`config.mk`:
```
export PLATFORM = sky130hd
export DESIGN_NAME = mmio_responder_flat
export DESIGN_NICKNAME = d
export VERILOG_FILES = /design/src/rtl/mmio_responder_if.sv /design/src/rtl/mmio_responder.sv /design/src/flat_wrapper.sv
export SDC_FILE = /design/constraint.sdc
export NUM_CORES = 1
export LEC_CHECK = 0
export BUFFER_PORTS_ARGS = -buffer_cell sky130_fd_sc_hd__buf_2
export CAP_MARGIN = 20
export CORE_ASPECT_RATIO = 1.75
export CORE_MARGIN = 2
export CORE_UTILIZATION = 35
export DETAILED_ROUTE_END_ITERATION = 8
export GPL_TIMING_DRIVEN = 0
export SLEW_MARGIN = 20
export SYNTH_ARGS = -nofsm -noshare
export SYNTH_HDL_FRONTEND = slang
export SYNTH_SLANG_ARGS = --single-unit
export TNS_END_PERCENT = 1
```
`constraint.sdc`:
```
create_clock -name clk -period 9.71 [get_ports clk]
set_input_delay 1.942 -clock clk [delete_from_list [all_inputs] [get_ports clk]]
set_output_delay 1.942 -clock clk [all_outputs]
set_load 0.005 [all_outputs]
```
`src/rtl/mmio_responder_if.sv`:
```
// CPU data-side bus plus data-memory and peripheral handshakes seen by mmio_responder.
// slave is the responder view; master is the CPU/peripheral/bench view.
interface mmio_responder_if #(
  parameter int DM_AW = 8
);
  logic [31:0]      mem_addr;
  logic             mem_we;
  logic [31:0]      mem_din;
  logic [31:0]      mem_dout;
  logic [DM_AW-1:0] dm_addr;
  logic             dm_we;
  logic [31:0]      dm_din;
  logic [31:0]      dm_dout;
  logic [7:0]       tx_data;
  logic             tx_valid;
  logic             tx_ready;
  logic [31:0]      rx_data;
  logic             rx_valid;
  logic             rx_ready;

  modport slave (
    input  mem_addr, mem_we, mem_din, dm_dout, tx_ready, rx_data, rx_valid,
    output mem_dout, dm_addr, dm_we, dm_din, tx_data, tx_valid, rx_ready
  );

  modport master (
    output mem_addr, mem_we, mem_din, dm_dout, tx_ready, rx_data, rx_valid,
    input  mem_dout, dm_addr, dm_we, dm_din, tx_data, tx_valid, rx_ready
  );
endinterface

```
`src/rtl/mmio_responder.sv`:
```
// Decodes CPU accesses into data memory or a small MMIO block: TX byte FIFO,
// RX word mailbox and a free-running cycle counter. Read data is combinational.
module mmio_responder #(
  parameter logic [31:0] MMIO_BASE  = 32'h0000_7F00,
  parameter int          FIFO_DEPTH = 8,
  parameter int          DM_AW      = 8
) (
  input  logic             clk,
  input  logic             rst,
  mmio_responder_if.slave  bus
);
  localparam int PW = $clog2(FIFO_DEPTH);
  localparam int CW = PW + 1;

  logic [7:0]    fifo_q [FIFO_DEPTH];
  logic [PW-1:0] wptr_q, wptr_d, rptr_q, rptr_d;
  logic [CW-1:0] count_q, count_d;
  logic          ovf_q, ovf_d;
  logic          in_valid_q, in_valid_d;
  logic [31:0]   in_data_q, in_data_d;
  logic [31:0]   cycle_q, cycle_d;

  logic          hit, wr, full, empty;
  logic          push, push_ok, pop, stat_wr, ack_wr, cyc_wr, capture;
  logic [7:0]    off, cnt8;
  logic [31:0]   rd_data;

  assign hit     = (bus.mem_addr[31:8] == MMIO_BASE[31:8]);
  assign off     = bus.mem_addr[7:0];
  assign wr      = hit & bus.mem_we;
  assign push    = wr && (off == 8'h00);
  assign stat_wr = wr && (off == 8'h04);
  assign ack_wr  = wr && (off == 8'h10);
  assign cyc_wr  = wr && (off == 8'h14);
  assign full    = (count_q == CW'(FIFO_DEPTH));
  assign empty   = (count_q == '0);
  assign pop     = !empty & bus.tx_ready;
  // Acceptance looks only at the start-of-cycle count, so a full FIFO drops
  // the push even when a pop frees a slot in the same cycle.
  assign push_ok = push & !full;
  // Capture uses the pre-edge ready; an ACK in the same cycle cannot let a word in.
  assign capture = bus.rx_valid & !in_valid_q;
  assign cnt8    = 8'(count_q);

  always_comb begin
    wptr_d     = push_ok ? wptr_q + PW'(1) : wptr_q;
    rptr_d     = pop ? rptr_q + PW'(1) : rptr_q;
    count_d    = count_q;
    case ({push_ok, pop})
      2'b10:   count_d = count_q + CW'(1);
      2'b01:   count_d = count_q - CW'(1);
      default: count_d = count_q;
    endcase
    ovf_d      = ovf_q;
    if (stat_wr)        ovf_d = 1'b0;
    if (push && full)   ovf_d = 1'b1;
    in_valid_d = in_valid_q;
    in_data_d  = in_data_q;
    if (ack_wr)         in_valid_d = 1'b0;
    if (capture) begin
      in_valid_d = 1'b1;
      in_data_d  = bus.rx_data;
    end
    cycle_d    = cyc_wr ? 32'd0 : cycle_q + 32'd1;
  end

  always_comb begin
    rd_data = '0;
    case (off)
      8'h04:   rd_data = {16'h0, cnt8, 5'h0, ovf_q, empty, !full};
      8'h08:   rd_data = in_data_q;
      8'h0C:   rd_data = {31'h0, in_valid_q};
      8'h14:   rd_data = cycle_q;
      default: rd_data = '0;
    endcase
  end

  always_ff @(posedge clk) begin
    if (!rst) begin
      wptr_q     <= '0;
      rptr_q     <= '0;
      count_q    <= '0;
      ovf_q      <= 1'b0;
      in_valid_q <= 1'b0;
      in_data_q  <= '0;
      cycle_q    <= '0;
    end else begin
      wptr_q     <= wptr_d;
      rptr_q     <= rptr_d;
      count_q    <= count_d;
      ovf_q      <= ovf_d;
      in_valid_q <= in_valid_d;
      in_data_q  <= in_data_d;
      cycle_q    <= cycle_d;
    end
  end

  // Storage needs no reset: the count gates every observable entry.
  always_ff @(posedge clk) begin
    if (push_ok) fifo_q[wptr_q] <= bus.mem_din[7:0];
  end

  assign bus.tx_data  = fifo_q[rptr_q];
  assign bus.tx_valid = !empty;
  assign bus.rx_ready = !in_valid_q;
  assign bus.dm_addr  = bus.mem_addr[DM_AW+1:2];
  assign bus.dm_we    = bus.mem_we & !hit;
  assign bus.dm_din   = bus.mem_din;
  assign bus.mem_dout = hit ? rd_data : bus.dm_dout;
endmodule
```
`src/flat_wrapper.sv`:
```
// flat-port wrapper written by rule: the top's interface ports become plain ports
module mmio_responder_flat 
#(
  parameter logic [31:0] MMIO_BASE  = 32'h0000_7F00,
  parameter int          FIFO_DEPTH = 8,
  parameter int          DM_AW      = 8
)
  (clk, rst, bus_mem_addr, bus_mem_we, bus_mem_din, bus_dm_dout, bus_tx_ready, bus_rx_data, bus_rx_valid, bus_mem_dout, bus_dm_addr, bus_dm_we, bus_dm_din, bus_tx_data, bus_tx_valid, bus_rx_ready);
  mmio_responder_if #(.DM_AW(DM_AW)) bus_i ();
  input  logic clk;
  input  logic rst;
  input wire logic [$bits(bus_i.mem_addr)-1:0] bus_mem_addr;
  input wire logic [$bits(bus_i.mem_we)-1:0] bus_mem_we;
  input wire logic [$bits(bus_i.mem_din)-1:0] bus_mem_din;
  input wire logic [$bits(bus_i.dm_dout)-1:0] bus_dm_dout;
  input wire logic [$bits(bus_i.tx_ready)-1:0] bus_tx_ready;
  input wire logic [$bits(bus_i.rx_data)-1:0] bus_rx_data;
  input wire logic [$bits(bus_i.rx_valid)-1:0] bus_rx_valid;
  output wire logic [$bits(bus_i.mem_dout)-1:0] bus_mem_dout;
  output wire logic [$bits(bus_i.dm_addr)-1:0] bus_dm_addr;
  output wire logic [$bits(bus_i.dm_we)-1:0] bus_dm_we;
  output wire logic [$bits(bus_i.dm_din)-1:0] bus_dm_din;
  output wire logic [$bits(bus_i.tx_data)-1:0] bus_tx_data;
  output wire logic [$bits(bus_i.tx_valid)-1:0] bus_tx_valid;
  output wire logic [$bits(bus_i.rx_ready)-1:0] bus_rx_ready;
  assign bus_i.mem_addr = bus_mem_addr;
  assign bus_i.mem_we = bus_mem_we;
  assign bus_i.mem_din = bus_mem_din;
  assign bus_i.dm_dout = bus_dm_dout;
  assign bus_i.tx_ready = bus_tx_ready;
  assign bus_i.rx_data = bus_rx_data;
  assign bus_i.rx_valid = bus_rx_valid;
  assign bus_mem_dout = bus_i.mem_dout;
  assign bus_dm_addr = bus_i.dm_addr;
  assign bus_dm_we = bus_i.dm_we;
  assign bus_dm_din = bus_i.dm_din;
  assign bus_tx_data = bus_i.tx_data;
  assign bus_tx_valid = bus_i.tx_valid;
  assign bus_rx_ready = bus_i.rx_ready;
  mmio_responder #(.MMIO_BASE(MMIO_BASE), .FIFO_DEPTH(FIFO_DEPTH), .DM_AW(DM_AW)) u_core (.clk(clk), .rst(rst), .bus(bus_i));
endmodule
```
==> results.md, run 1 <==
* Status: complete, no violations
* Worst slew pin tran at 0.9819 ns
* Main synth FF type: dfxtp_1
* RSZ-0062 raised after global routing: no
* Area growth, synth to finish at 26.23%
* I/O Buffers at 191
* Initial core utilization at 0.3533
* Fin nets at 1006
* Row count at 69
* Met1 GRT Util at 0.1833
* Chip height at 192.5 um
* DIE WIDTH at 111.7 um
* Initial DRT Pass Iterations at 6
* Post-detail-place hpwl at 15150 um
* Adder-Cell Fraction of Synth Area at 0.01056
* Core area at 0.02012 sq mm
* H-tree Lvls at 4
* Synth Area in Compound Gates at 0.1148
* DRC viols at 0
* Startpoint types: input pin
* Slew margin rel. at 0.3430
* Register area share after synthesis at 0.4930
* Grt met3 use at 0.02701
* Yosys reg bits at 143
* Worst path max stage delay at 0.63 ns
* Cell Area, Synth at 0.007107 sq mm
* Fraction of layout cells with a size suffix above 1 at 0.3966
* CP max stage cell: nor2_2
* Largest family of logic cells by synthesized area: simple AND/OR/NAND/NOR gates
* DRT antenna net count at 0
* Post-synth EDFFs at 64
* All-Layer GR Usage at 0.1808
* Synth Net Count at 794
* Post-Synth Simple-Gate Area at 0.1754
* Final Worst Setup Slack at 3.451 ns
* Post-Synth XOR/XNOR Area at 0.02218
* Clock Latency Late Sink at 0.43 ns
* Largest net degree at the start of global routing at 17
* GRT overflow at 0
* Post-CTS Setup Bufs at 0
* Async S/R FF share, synth at 0
* Synth warn at 0
* Sink Count at 143
* Netlist cell types at 62
* Antenna violations before repair at 0
* Hold Buf Count CTS at 0
* Pwr dens at 153.1 mW/mm^2
* Avg Cell Area, Syn at 10.85 sq um
* Top Ports at 216
* CTS clock-pin slew for the worst setup and hold paths at 0.06 ns
* Peak ir drop on the vdd network at 77.90 uV
* Final Critical Period at 6.259 ns
* CP bufs+invs at 3
* Total power after layout at 0.001374 W
* Filler Cell Count at 1948
* Setup-failing EPs final at 0
* CP endpoint kind: output pin
* Placed inst area at 0.008398 sq mm
* Final Wtd Congestion at 0.8824
* Slew Limit Fails at 0
* WS Path Type: input pin to output pin
* Synthesized instance count at 655
* CTS Buf Count at 17
* Vias in the first global route at 5646
* Post-CTS resize count at 0
* CP cell instances: buf_2 -> nor4_1 -> nand4_1 -> nor2_2 -> buf_4 -> mux2_2 -> buf_2
* Final Hold Fails at 0
* Die footprint at 0.02151 sq mm
* WHS Path Cells at 2
* Global-route wire length before repair at 29980 um
* Final non-filler cell area at 0.008971 sq mm
* Clock root buffer: clkbuf_16
* Leakage power at 3.420 nW
* Util after Layout at 0.4460
* Number of diodes at 0
* Worst Skew at 0.01850 ns
* Gr busiest metal: met2
* Worst Reg-to-Reg Cells at 11
* Drt initial violations at 281
* Max cap viols at 0
* Crit path max-delay family: simple AND/OR/NAND/NOR gates
* DR WL/cell at 17.39 um
* CTS tree: built
* Crit-path max FO at 10
* Number of cells on the critical path at 7
* Crit path top cell by count: buf_2
* Worst min path class: register to register
* M2 GR Usage at 0.3648
* Multiplexer share of the synthesized area at 0.1072
* Final period util at 0.6446
* Fmax at 0.1598 GHz
* Vias at 5851
* Crit path DAT at 4.32 ns
* Req. time, crit path at 7.77 ns
* Buffer depth of the longest clock path at 2
* Via density at 5.187
* Final WL at 19620 um
* Post-Place Worst Slack at 3.419 ns
* TNS Setup at 0 ns
[power breakdown]
| group | total [W] | leakage, nW | internal, W | switching, W |
|---|---|---|---|---|
| clock | 0.000633 | 0.270 | 0.000360 | 0.000273 |
| combinational | 0.0000974 | 1.93 | 0.0000515 | 0.0000459 |
| sequential | 0.000643 | 1.22 | 0.000637 | 0.00000676 |
[path summary, 6_finish.rpt]
path / startpoint / endpoint / slack, ns
setup / recovery: bus_mem_addr[20] / bus_mem_dout[28] / 3.45
hold / removal: u_core.in_data_q[16] / u_core.in_data_q[16] / 0.45
setup reg to reg: u_core.count_q[1] / u_core.count_q[2] / 6.71
hold reg to reg: u_core.in_data_q[16] / u_core.in_data_q[16] / 0.45
[worst min-delay path, delay by kind of cell, from the launching register on]
kind	cells	cell delay, ns
flip-flops	1	0.31
AND/OR/NAND/NOR	1	0.05
AO/OA/AOI/OAI	1	0.05
[cell usage after synthesis, types with 2 or more instances]
cell / n / share of area
o31ai_1: 10 / 0.011
and4_1: 6 / 0.0074
o2bb2ai_1: 6 / 0.0074
nand4_1: 16 / 0.014
edfxtp_1: 64 / 0.27
nand3_1: 21 / 0.015
or4_4: 3 / 0.0048
mux2i_1: 3 / 0.0042
o21ai_0: 13 / 0.0092
buf_6: 5 / 0.0079
buf_2: 6 / 0.0042
mux2_2: 33 / 0.052
nor2_1: 28 / 0.015
nand2b_1: 5 / 0.0044
nor2b_1: 3 / 0.0026
buf_4: 43 / 0.045
and2_1: 6 / 0.0053
dfxtp_1: 79 / 0.22
clkbuf_1: 20 / 0.011
and3_1: 2 / 0.0018
or4b_1: 2 / 0.0028
a222oi_1: 5 / 0.0070
or4_1: 9 / 0.0095
nor4b_1: 3 / 0.0037
buf_1: 2 / 0.0011
or3_1: 11 / 0.0097
nand2_1: 84 / 0.044
xnor2_1: 6 / 0.0074
ha_1: 6 / 0.011
inv_1: 6 / 0.0032
mux4_2: 16 / 0.051
a22o_1: 26 / 0.032
and4_2: 2 / 0.0028
nor4_1: 7 / 0.0062
a21oi_1: 55 / 0.039
nor3_1: 6 / 0.0042
xor2_1: 12 / 0.015
[stage by stage]
step                      instances  hold WS [ns]
final                          1128        0.4529
after CTS                      1128        0.4558
after global placement         1094        0.4421
after detailed placement       1096        0.4469
after global routing           1128        0.4706
after floorplan                 655        0.4359
[per-layer routing]
metal / share of wire / wire length [um] / vias to the layer above
met5: 0 / 0 / -
met4: 0.022 / 440 / 0
met3: 0.046 / 912 / 34
met2: 0.57 / 11240 / 220
met1: 0.36 / 7030 / 2755
li1: - / - / 2842
[cells in the final DEF, fill, tap and decap left out, drive strengths merged, types with 2 or more instances in the layout]
master / netlist / layout
and2: 7 / 7
nor2: 29 / 29
nand2b: 5 / 5
ha: 6 / 6
nor3: 6 / 6
edfxtp: 64 / 64
inv: 6 / 14
nor4b: 4 / 4
nand3: 22 / 22
nor2b: 3 / 3
buf: 57 / 250
clkinvlp: 0 / 4
clkbuf: 20 / 37
nand2: 85 / 85
and3: 3 / 3
or3: 11 / 11
clkinv: 1 / 3
nor4: 8 / 8
a22o: 26 / 26
mux2i: 3 / 3
dfxtp: 79 / 79
xor2: 12 / 12
o2bb2ai: 6 / 6
and4: 9 / 9
o31ai: 10 / 10
xnor2: 6 / 6
or4: 12 / 12
or4b: 2 / 2
o21ai: 14 / 14
a222oi: 5 / 5
mux4: 16 / 16
mux2: 33 / 33
a21oi: 56 / 56
nand4: 18 / 18
[cell families after synthesis]
kind of cell | count (synthesis)
mux | 52
flops | 143
simple gates | 228
xor+xnor | 18
compound gates | 123
fa+ha+maj | 6
buf+inv | 85
[area by class of cell]
type | instances | area [sq um] | share of cell area
Tap cell | 248 | 310.3 | 0.03459
Clock buffer | 17 | 425.4 | 0.04742
Timing Repair Buffer | 193 | 970.9 | 0.1082
Sequential cell | 143 | 3503 | 0.3905
Clock inverter | 15 | 147.6 | 0.01646
Multi-Input combinational cell | 427 | 3067 | 0.3418
Buffer | 78 | 520.5 | 0.05802
Inverter | 7 | 26.28 | 0.002929
[registers in the layout (all words and copies together) (netlist names), named ones only]
name	flops
u_core.fifo_q	64
u_core.count_q	4
u_core.cycle_q	32
u_core.rptr_q	3
u_core.wptr_q	3
u_core.in_valid_q	1
u_core.ovf_q	1
u_core.in_data_q	32
(Power assumes the default switching activity.)
==> run 2: changes to the inputs <==
--- a/config.mk
+++ b/config.mk
@@ -5,6 +5,7 @@
 export SDC_FILE = /design/constraint.sdc
 export NUM_CORES = 1
 export LEC_CHECK = 0
+export ABC_AREA = 1
 export BUFFER_PORTS_ARGS = -buffer_cell sky130_fd_sc_hd__buf_2
 export CAP_MARGIN = 20
 export CORE_ASPECT_RATIO = 1.75
==> constraint.sdc (replaced) <==
create_clock -name clk -period 5.8 [get_ports clk]
set_input_delay 1.16 -clock clk [delete_from_list [all_inputs] [get_ports clk]]
set_output_delay 1.16 -clock clk [all_outputs]
set_load 0.005 [all_outputs]
==> results.md, run 2 <==
* Avg Cell Area, Syn at 7.671 sq um
* Post-CTS resize count at 0
* Most common cell after layout, fill and taps aside: nand2_1
* Vias at 6785
* Post-synth EDFFs at 64
* Most numerous cell in the Yosys netlist: nand2_1
* RR Endpoint: u_core.count_q[2]
* Fmax at 0.2469 GHz
* Hold Buf Count CTS at 0
* Area leader, netlist: edfxtp_1
* Chip height at 194.1 um
* Global-route wire length before repair at 33960 um
* Worst min path class: register to register
* Final period util at 0.6982
* All-Layer GR Usage at 0.2008
* Die footprint at 0.02186 sq mm
* Largest net degree at the start of global routing at 17
* Post-CTS Setup Bufs at 0
* Final WL at 22160 um
* Peak ir drop on the vdd network at 221.9 uV
* CTS Buf Count at 17
* DRT antenna net count at 0
* Post-detail-place hpwl at 17840 um
* Multi-input logic area at 0.003020 sq mm
* Area growth, synth to finish at 25.65%
* Final Hold Fails at 0
* CTS clock-pin slew for the worst setup and hold paths at 0.06 ns
* Synth warn at 0
* R2R Setup Slk at 3.28 ns
* DIE WIDTH at 112.6 um
* Synth top area cells: edfxtp_1, dfxtp_1, nand2_1
* Synthesized instance count at 942
* DR WL/cell at 15.68 um
* Drt initial violations at 310
* Storage cell area at 0.003503 sq mm
* Row count at 69
* CP Launch Point: bus_mem_addr[23]
* Worst slew pin tran at 0.9156 ns
* Final Wtd Congestion at 0.9684
* Crit path DAT at 2.89 ns
* Crit path capture: bus_mem_dout[23]
* Initial DRT Pass Iterations at 5
* Setup-failing EPs final at 0
* Register area share after synthesis at 0.4848
* Yosys reg bits at 143
* Slew margin rel. at 0.3874
* Status: complete, no violations
* Cell Area, Synth at 0.007226 sq mm
* Hold Worst Slack at 0.4463 ns
* Fin nets at 1291
* CTS tree: built
* Vias in the first global route at 6830
* Largest regs: u_core.fifo_q: 64 flops, u_core.cycle_q: 32 flops, u_core.in_data_q: 32 flops
* Startpoint types: input pin
* Main synth FF type: dfxtp_1
* TNS Setup at 0 ns
* Number of diodes at 0
* Sink Count at 143
* Worst Reg-to-Reg Cells at 12
* Clock root buffer: clkbuf_16
* Top-area cell type share of the netlist area at 0.2660
* Final Critical Period at 4.050 ns
* Clock Latency Late Sink at 0.42 ns
* WS Path Type: input pin to output pin
* RR Startpoint: u_core.count_q[0]
* Filler Cell Count at 2111
* Netlist cell types at 32
* RSZ-0062 raised after global routing: no
* Reg with most FFs: u_core.fifo_q
* Top cells by count, synth: nand2_1, nor2_1, o21ai_0
* Most frequent cells in the layout: nand2_1, buf_2, nor2_1
* Max cap viols at 0
* Crit-path max FO at 10
* Fraction of layout cells with a size suffix above 1 at 0.2464
* I/O Buffers at 191
* GRT overflow at 0
* Core area at 0.02029 sq mm
* Async S/R FF share, synth at 0
* Worst Skew at 0.01162 ns
* Slew Limit Fails at 0
* Initial core utilization at 0.3562
* Buffer depth of the longest clock path at 2
* DRC viols at 0
* Via density at 4.802
* Hold Crit Start: u_core.rptr_q[2]
* Number of flip-flops in the largest register at 64
* Synth Net Count at 1081
* H-tree Lvls at 4
* Pwr dens at 306.9 mW/mm^2
* Req. time, crit path at 4.64 ns
* Antenna violations before repair at 0
* CP endpoint kind: output pin
* Leakage power at 3.846 nW
* Top Ports at 216
[run 2: cell count changes after synthesis, sizes merged, moves of 16 or more]
| cell | change |
|---|---|
| nand2 | +138 |
| mux4 | -16 |
| mux2 | -33 |
| a21oi | -30 |
| inv | +65 |
| o21ai | +91 |
| a22o | -24 |
| nor2 | +167 |
[run 2: how the worst min path moves through the flow]
stage          cells past startpoint          endpoint  slack [ns]
2_1_floorplan                      1          register        0.41
3_3_place_gp                       1  u_core.rptr_q[2]        0.43
3_5_place_dp                       1          register        0.44
4_1_cts                            1  u_core.rptr_q[2]        0.45
5_1_grt                            1  u_core.rptr_q[2]        0.46
6_report                           1  u_core.rptr_q[2]        0.45
[run 2: routing by layer]
metal	track usage	wire length, um
met4	0.1102	1048
met5	0	0
met1	0.1805	7477
met2	0.4081	12900
met3	0.03063	734
[run 2: report_power, final]
group	switching [W]	total (W)	internal (W)	leakage [nW]
clock network	0.000476	0.00108	0.000605	0.281
logic	0.000341	0.000566	0.000225	2.34
registers	0.0000438	0.00114	0.00110	1.22
total	0.000861	0.00279	0.00193	3.85
[run 2: critical path, stage by stage]
cell     delay, ns
buf_2         0.10
nor2_1        0.10
nand2_1       0.06
nor2_1        0.25
nand3_1       0.36
inv_1         0.25
buf_2         0.28
nand2_1       0.15
nand2_1       0.08
buf_2         0.10
[run 2: kinds of logic after synthesis]
logic type,after synthesis,synth area share
simple gates,480,0.2750
compound gates,152,0.1106
buf+inv,144,0.09853
flops,143,0.4848
xor+xnor,17,0.02061
fa+ha+maj,6,0.01039
[run 2: area by class of cell]
cell class,instances,share of cell area
flip-flops and latches,143,0.3859
well taps,248,0.03418
inverters,71,0.02936
plain buffers,73,0.04906
clock buffers,17,0.04686
multi-input cells,655,0.3327
clock inverters,15,0.01668
repair buffers,191,0.1053
[run 2: through the flow]
step	std cells	worst slack (ns)	total power, W	util	instance area (sq um)
global placement	1381	1.803	0.001720	0.4186	8492
global route	1413	1.575	0.002925	0.4475	9079
detailed placement	1381	1.775	0.001728	0.4191	8502
finish	1413	1.750	0.002786	0.4475	9079
CTS	1413	1.765	0.002803	0.4475	9079
floorplan	942	2.535	0.001495	-	7226
